`src/rtl/inst_queue.sv`:
```
// rtl/inst_queue.sv - fetch-to-decode prefetch FIFO of {pc, inst} pairs with flush.
// Optional same-cycle cut-through when empty: define INST_QUEUE_BYPASS_EN.
module inst_queue #(
    parameter int DEPTH  = 4,
    parameter int ADDR_W = 2
) (
    input  logic              clk,
    input  logic              rst,
    input  logic              flush,
    input  logic              in_valid,
    output logic              in_ready,
    input  logic [31:0]       in_pc,
    input  logic [31:0]       in_inst,
    output logic              out_valid,
    input  logic              out_ready,
    output logic [31:0]       out_pc,
    output logic [31:0]       out_inst,
    output logic [ADDR_W:0]   count
);

    localparam logic [ADDR_W:0] FULL_CNT = (ADDR_W + 1)'(DEPTH);

    logic [63:0]       mem_q [DEPTH];
    logic [63:0]       mem_d [DEPTH];
    logic [ADDR_W-1:0] wr_ptr_q, wr_ptr_d;
    logic [ADDR_W-1:0] rd_ptr_q, rd_ptr_d;
    logic [ADDR_W:0]   count_q, count_d;

    logic              has_data;
    logic              bypass;
    logic              push;
    logic              pop;
    logic [63:0]       head;

    always_comb begin
        has_data = (count_q != '0);
        bypass   = 1'b0;
`ifdef INST_QUEUE_BYPASS_EN
        bypass   = !has_data && in_valid && out_ready && !flush;
`else
        bypass   = 1'b0;
`endif
        head      = mem_q[rd_ptr_q];
        in_ready  = (count_q != FULL_CNT);
        out_valid = has_data || bypass;
        out_pc    = '0;
        out_inst  = '0;
        if (bypass) begin
            out_pc   = in_pc;
            out_inst = in_inst;
        end else if (has_data) begin
            out_pc   = head[63:32];
            out_inst = head[31:0];
        end
        // A bypassed pair is consumed directly, so it must not also be stored.
        push  = in_valid && in_ready && !flush && !bypass;
        pop   = has_data && out_ready && !flush;
        count = count_q;
    end

    always_comb begin
        mem_d    = mem_q;
        wr_ptr_d = wr_ptr_q;
        rd_ptr_d = rd_ptr_q;
        count_d  = count_q;
        if (flush) begin
            wr_ptr_d = '0;
            rd_ptr_d = '0;
            count_d  = '0;
        end else begin
            if (push) begin
                mem_d[wr_ptr_q] = {in_pc, in_inst};
                wr_ptr_d        = wr_ptr_q + ADDR_W'(1);
            end
            if (pop) begin
                rd_ptr_d = rd_ptr_q + ADDR_W'(1);
            end
            if (push && !pop) begin
                count_d = count_q + (ADDR_W + 1)'(1);
            end else if (pop && !push) begin
                count_d = count_q - (ADDR_W + 1)'(1);
            end
        end
    end

    always_ff @(posedge clk or negedge rst) begin
        if (!rst) begin
            for (int i = 0; i < DEPTH; i++) begin
                mem_q[i] <= '0;
            end
            wr_ptr_q <= '0;
            rd_ptr_q <= '0;
            count_q  <= '0;
        end else begin
            mem_q    <= mem_d;
            wr_ptr_q <= wr_ptr_d;
            rd_ptr_q <= rd_ptr_d;
            count_q  <= count_d;
        end
    end

endmodule

```
`config.mk`:
```
export PLATFORM = sky130hd
export DESIGN_NAME = inst_queue
export DESIGN_NICKNAME = d
export VERILOG_FILES = /design/src/rtl/inst_queue.sv
export SDC_FILE = /design/constraint.sdc
export NUM_CORES = 1
export LEC_CHECK = 0
export ABC_CLOCK_PERIOD_IN_PS = 4730
export BUFFER_PORTS_ARGS = -buffer_cell sky130_fd_sc_hd__buf_2
export CORE_MARGIN = 2
export CORE_UTILIZATION = 55
export DETAILED_ROUTE_END_ITERATION = 10
export GPL_TIMING_DRIVEN = 0
export PLACE_DENSITY_LB_ADDON = 0.1
export SYNTH_ARGS = -nofsm -noshare
export SYNTH_HDL_FRONTEND = slang
export SYNTH_SLANG_ARGS = --single-unit
```
`constraint.sdc`:
```
create_clock -name clk -period 4.73 [get_ports clk]
set_input_delay 0.7095 -clock clk [delete_from_list [all_inputs] [get_ports clk]]
set_output_delay 0.7095 -clock clk [all_outputs]
set_load 0.005 [all_outputs]
```
# Yosys cells after proc, flatten, opt, wreduce, memory -nomap -nowiden
# Cells that the tools add are included.
# word_totals
wordCells,48
regBits,263
in_bits,69
# op_classes
n_bitwise,3
order_cmp,3
eq_ne,1
n_addsub,4
reduce_logical,15
n_mux,15
# ops
cell,count
256-bit bitwise mux,1
64-bit two-way mux,3
64-bit binary-select mux with 2-bit select,1
64-bit demux with 2-bit select,1
32-bit two-way mux,2
3-bit two-way mux,3
2-bit two-way mux,4
1-bit logical AND,7
3-bit >= comparator (second input constant),2
2-bit NOT with 3-bit output,2
3-bit nonzero test,2
2-bit by 1-bit adder with 2-bit output (second input constant),2
2-bit nonzero test,2
3-bit by 1-bit adder with 3-bit output (second input constant),1
1-bit logical NOT,3
3-bit by 1-bit < comparator with 1-bit output (second input constant),1
3-bit inequality test (second input constant),1
3-bit by 1-bit subtractor with 3-bit output (second input constant),1
2-bit AND reduction,1
1-bit NOT,1

# Depth between registers and ports, before layout
# depth
depth_word,8
ltp_mapped,9
mapped_depth_nobuf,8

# Least setup slack after synthesis
# OpenSTA, ideal clock, no wires.
# synth_path
path_type,input port to flip-flop
start,input out_ready
end,register count_q[2] (netlist: count[2])
cell_stages,7
setup_ns,0.094
t_arrival_ns,2.151
required_time_ns,4.636
slack_ns,2.485
path_cell_list,clkbuf_1 > o31ai_1 > nand3_1 > nor2_1 > fa_1 > o311a_1 > a211oi_1
# synth_via
elab_chain_cells,6
elab_cells_between_ends,8
cone_classes,mux (2); reduce/logical (6)
# synth_lines
element,line,source
start: declaration,15,"input logic out_ready,"
1-bit logical AND * (2 in series),57,pop = has_data && out_ready && !flush;
1-bit logical NOT,78,if (push && !pop) begin
1-bit logical AND,78,
3-bit two-way mux,78,
3-bit two-way mux,66,if (flush) begin
end signal: assignment,98,count_q <= count_d;
end: declaration,27,"logic [ADDR_W:0] count_q, count_d;"
# Every way passes the cells marked *; elsewhere a longest branch is shown, timed or not.
# A chain may end at the register's enable or synchronous reset.

# Worst setup path in the final report
# layout_path
start,register count_q[1] (netlist: count[1])
end,output out_inst[6]
# layout_via
elab_chain_cells,2
# layout_lines
element,line,source
3-bit nonzero test,36,has_data = (count_q != '0);
32-bit two-way mux,51,end else if (has_data) begin
end: declaration,17,"output logic [31:0] out_inst,"
# Every way passes these cells.

==> out/summary.md <==
The slowest stage of the critical path is the sky130_fd_sc_hd__clkbuf_1 cell. The critical path in this run is classified as reg -> out. For this run, the detailed router's first-pass iteration total came to 4.

The final count of pins violating max slew was 0; the minimum clock period was 3379 ps. In this run the mean area of a mapped cell was 16.55 um^2. The count of final hold-check violations was 0. The congestion estimate from routability-driven global placement came to 0.7732. The net count reported at finish is 991, and the core occupancy in the finished layout is 66.15%. Across every metal layer, demand over resource in global routing totals 23.00%. From synthesis to final layout, the design area changed by 17.15%.

The cell area after technology mapping is 12400 um^2. The run gives 8048 as the via count of the first global-routing pass. Row generation in the floorplan step produced 54 rows. For this run, the number of Yosys warnings is 0.

The floorplan step defined a die boundary enclosing 23760 um^2. Setup violations remaining at the end of the flow were counted as 0. For this block, the routed nets add up to 25990 um of wire. The run finished with clean final reports.

The clock reaches the later pin of the worst-skew pair after 540 ps. In the synthesized netlist, the number of instances is 749. The tree built by TritonCTS fans out to 263 sinks. The worst slew slack as a fraction of its limit is 51.59%, and the largest net degree at the start of global routing is 132.

STA classifies the critical path startpoint as a flop. For the number of cells upsized or downsized after cts, the log shows 0. The end of the worst register-to-register path is count[2]. The design draws 9.597 mW. The synthesis-stage register bit count is 263, and the worst-case vdd ir drop is 0.0003422 V. After synthesis, the netlist uses 36 different library cells. For this run, the slowest stage of the critical path takes 560 ps. Violation count after the first detailed-route iteration: 211.

After detailed routing, the average wire length per cell comes to 21.27 um. Proportion of register bits with asynchronous set or reset after synthesis: 100.0%. Buffers added to address setup during post-CTS repair amount to 0.

At the worst endpoint, the required time is 4020 ps. The clock passes through at most 3 buffers. The number of antenna violations at the first check in global routing is 2, and the power per cell area is 660.6 nW/um^2.

The maximum clock rate is 296.0 MHz. The post-route netlist has 55.06% of its cells at a drive strength greater than 1. During placement, the flow inserted port buffers numbering 135. In this run the worst path has a maximum fanout of 10.

During I/O placement, the number of pins put on the boundary was 138. The number of levels the H-tree was split into is 1, and the number of vias after detailed routing is 6958. Counting cells, the worst reg-to-reg path comes to 8.

Setup repair after global routing left no endpoint under its margin. The number of nets with antenna violations after routing was 0. The measured slew at the worst slew-check pin was 726.2 ps. The worst register-to-register path begins at count[1].

The effective utilization at floorplan was 56.47%; the sequential element share of the synthesized area was 53.08%. For the final database, setup skew stands at 14.97 ps. Via density per instance: 5.694. After detailed routing, the number of remaining DRC violations is 0.

Walking the worst path, the cells encountered are buf_2 -> nor2_1 -> nand2_1 -> clkbuf_1 -> clkbuf_1 -> and2_1 -> buf_2. Setup slack of the most critical reg-to-reg path: 2490 ps. The flip-flop cell with the highest count after synthesis was sky130_fd_sc_hd__dfrtp_1.

Clock-pin slew was measured on the worst setup and hold paths at 60 ps. For the final total negative setup slack, the log shows 0 ps. The core region is 21960 um^2.

The first global-routing pass estimated 43370 um of wire. Vertical extent of the die: 154.1 um. The tools report the max-capacitance violation count as 0. The min-delay analysis places its worst path in the category in -> async.

Synthesis produced a netlist with a net count of 823. In this run, CTS created clock tree buffers numbering 29. The placed wire-length estimate is 17240 um, and the die boundary width is 154.1 um. The run gives 2670 ps as the worst path arrival time. In this run the clock root is driven by a sky130_fd_sc_hd__clkbuf_16. The final period utilization was 71.43%. STA classifies the critical path endpoint as a primary output.

The tools report the cell leakage power as 6.959 nW. The kind of cell adding the most delay to the critical path was buffers and inverters. Counting both buffers and inverters, the worst setup path holds a total of 4. Hold repair after CTS inserted 0 buffers. TritonCTS built the clock tree. The post-route cell area is 14530 um^2, and the number of enable flip-flop cells after synthesis is 0. The final hold slack was 35.68 ps.

The area after detailed placement is 13490 um^2, and the total congestion overflow after global routing is 0.
[stage by stage]
| step | instances | setup slack, ps |
|---|---|---|
| after floorplan | 749 | 2485 |
| after global placement | 1164 | -1343 |
| after detailed placement | 1166 | 1898 |
| after CTS | 1219 | 1304 |
| after global routing | 1220 | 1180 |
| final | 1222 | 1351 |
[cell usage in the layout, fill, tap and decap left out, types with 2 or more instances in the layout]
cell / count
sky130_fd_sc_hd__o21ai_0: 3
sky130_fd_sc_hd__xor2_1: 2
sky130_fd_sc_hd__mux2_1: 36
sky130_fd_sc_hd__buf_4: 4
sky130_fd_sc_hd__and2_1: 64
sky130_fd_sc_hd__nor2_1: 7
sky130_fd_sc_hd__ha_1: 4
sky130_fd_sc_hd__clkbuf_1: 14
sky130_fd_sc_hd__buf_6: 20
sky130_fd_sc_hd__bufinv_16: 5
sky130_fd_sc_hd__o31ai_1: 3
sky130_fd_sc_hd__a21oi_1: 2
sky130_fd_sc_hd__clkbuf_16: 29
sky130_fd_sc_hd__mux2_4: 60
sky130_fd_sc_hd__mux4_2: 64
sky130_fd_sc_hd__buf_2: 140
sky130_fd_sc_hd__buf_12: 6
sky130_fd_sc_hd__mux2_2: 161
sky130_fd_sc_hd__diode_2: 3
sky130_fd_sc_hd__nand3_4: 4
sky130_fd_sc_hd__clkbuf_8: 5
sky130_fd_sc_hd__nand3_1: 3
sky130_fd_sc_hd__dfrtp_1: 263
sky130_fd_sc_hd__inv_1: 7
sky130_fd_sc_hd__clkinv_2: 11
sky130_fd_sc_hd__buf_1: 2
sky130_fd_sc_hd__buf_16: 2
[state kept, by name, indices dropped and copies added (netlist names)]
| register | cells |
|---|---|
| wr_ptr_q | 2 |
| count | 3 |
| rd_ptr_q | 2 |
| mem_q | 256 |
[worst max path at each step]
stage                         start      endpoint  slack (ps)  depth (start not counted)
final                      count[1]   out_inst[6]        1350                          7
after global placement          rst     mem_q[75]       -1340                          1
after detailed placement   count[1]  out_inst[30]        1900                          7
after floorplan           out_ready      count[2]        2480                          7
after CTS                  count[1]   out_inst[6]        1300                          7
after global routing       count[1]  out_inst[30]        1180                          7
[per-layer routing]
layer / share of wire [%] / vias to the layer above / track usage (%)
met4: 1.8 / 0 / 5.429
met5: 0 / - / 0
met3: 4.1 / 37 / 3.805
met2: 51 / 134 / 39.78
met1: 43 / 3695 / 30.78
li1: - / 3092 / -
[cell usage after synthesis (2+ instances only)]
| library cell | count | share of area, % |
|---|---|---|
| sky130_fd_sc_hd__a21oi_1 | 2 | 0.081 |
| sky130_fd_sc_hd__and2_1 | 64 | 3.2 |
| sky130_fd_sc_hd__buf_1 | 2 | 0.061 |
| sky130_fd_sc_hd__buf_12 | 6 | 0.97 |
| sky130_fd_sc_hd__buf_2 | 6 | 0.24 |
| sky130_fd_sc_hd__buf_4 | 4 | 0.24 |
| sky130_fd_sc_hd__buf_6 | 20 | 1.8 |
| sky130_fd_sc_hd__clkbuf_1 | 13 | 0.39 |
| sky130_fd_sc_hd__dfrtp_1 | 263 | 53 |
| sky130_fd_sc_hd__ha_1 | 4 | 0.40 |
| sky130_fd_sc_hd__inv_1 | 7 | 0.21 |
| sky130_fd_sc_hd__mux2_1 | 36 | 3.3 |
| sky130_fd_sc_hd__mux2_2 | 161 | 15 |
| sky130_fd_sc_hd__mux2_4 | 60 | 7.3 |
| sky130_fd_sc_hd__mux4_2 | 64 | 12 |
| sky130_fd_sc_hd__nand3_1 | 3 | 0.12 |
| sky130_fd_sc_hd__nand3_4 | 4 | 0.57 |
| sky130_fd_sc_hd__nor2_1 | 7 | 0.21 |
| sky130_fd_sc_hd__o21ai_0 | 3 | 0.12 |
| sky130_fd_sc_hd__o31ai_1 | 3 | 0.18 |
| sky130_fd_sc_hd__xor2_1 | 2 | 0.14 |
[worst reg2reg max path: stages, from the launching register on]
cell and delay, ps:
sky130_fd_sc_hd__dfrtp_1 380, sky130_fd_sc_hd__buf_2 190, sky130_fd_sc_hd__nor3b_4 270, sky130_fd_sc_hd__inv_4 130, sky130_fd_sc_hd__nand3_1 110, sky130_fd_sc_hd__nor2_1 50
sky130_fd_sc_hd__fa_1 460, sky130_fd_sc_hd__o311a_1 360, sky130_fd_sc_hd__a211oi_1 200
[area by class of cell]
cell class              instances  area [um^2]
clock buffers                  35        798.3
well taps                     280        350.3
clock inverters                18        230.2
diodes                          3        7.507
multi-input cells             427         5324
flip-flops and latches        263         6581
repair buffers                137        740.7
plain buffers                  51        461.7
fillers                      1545         7432
inverters                       8        32.53
[report_power, final]
group          switching, mW  internal (mW)
Combinational           1.34           2.16
Clock                  0.917           1.47
Sequential             0.498           3.21
[kinds of logic after synthesis]
| group | synth area share, % |
|---|---|
| AND/OR/NAND/NOR | 4.430 |
| XOR/XNOR | 0.1413 |
| buffers and inverters | 3.986 |
| multiplexers | 36.86 |
| AO/OA/AOI/OAI | 0.9385 |
| adder cells (fa/ha/maj) | 0.5651 |
| flip-flops | 53.08 |
Power figures use the tool's default switching activity.
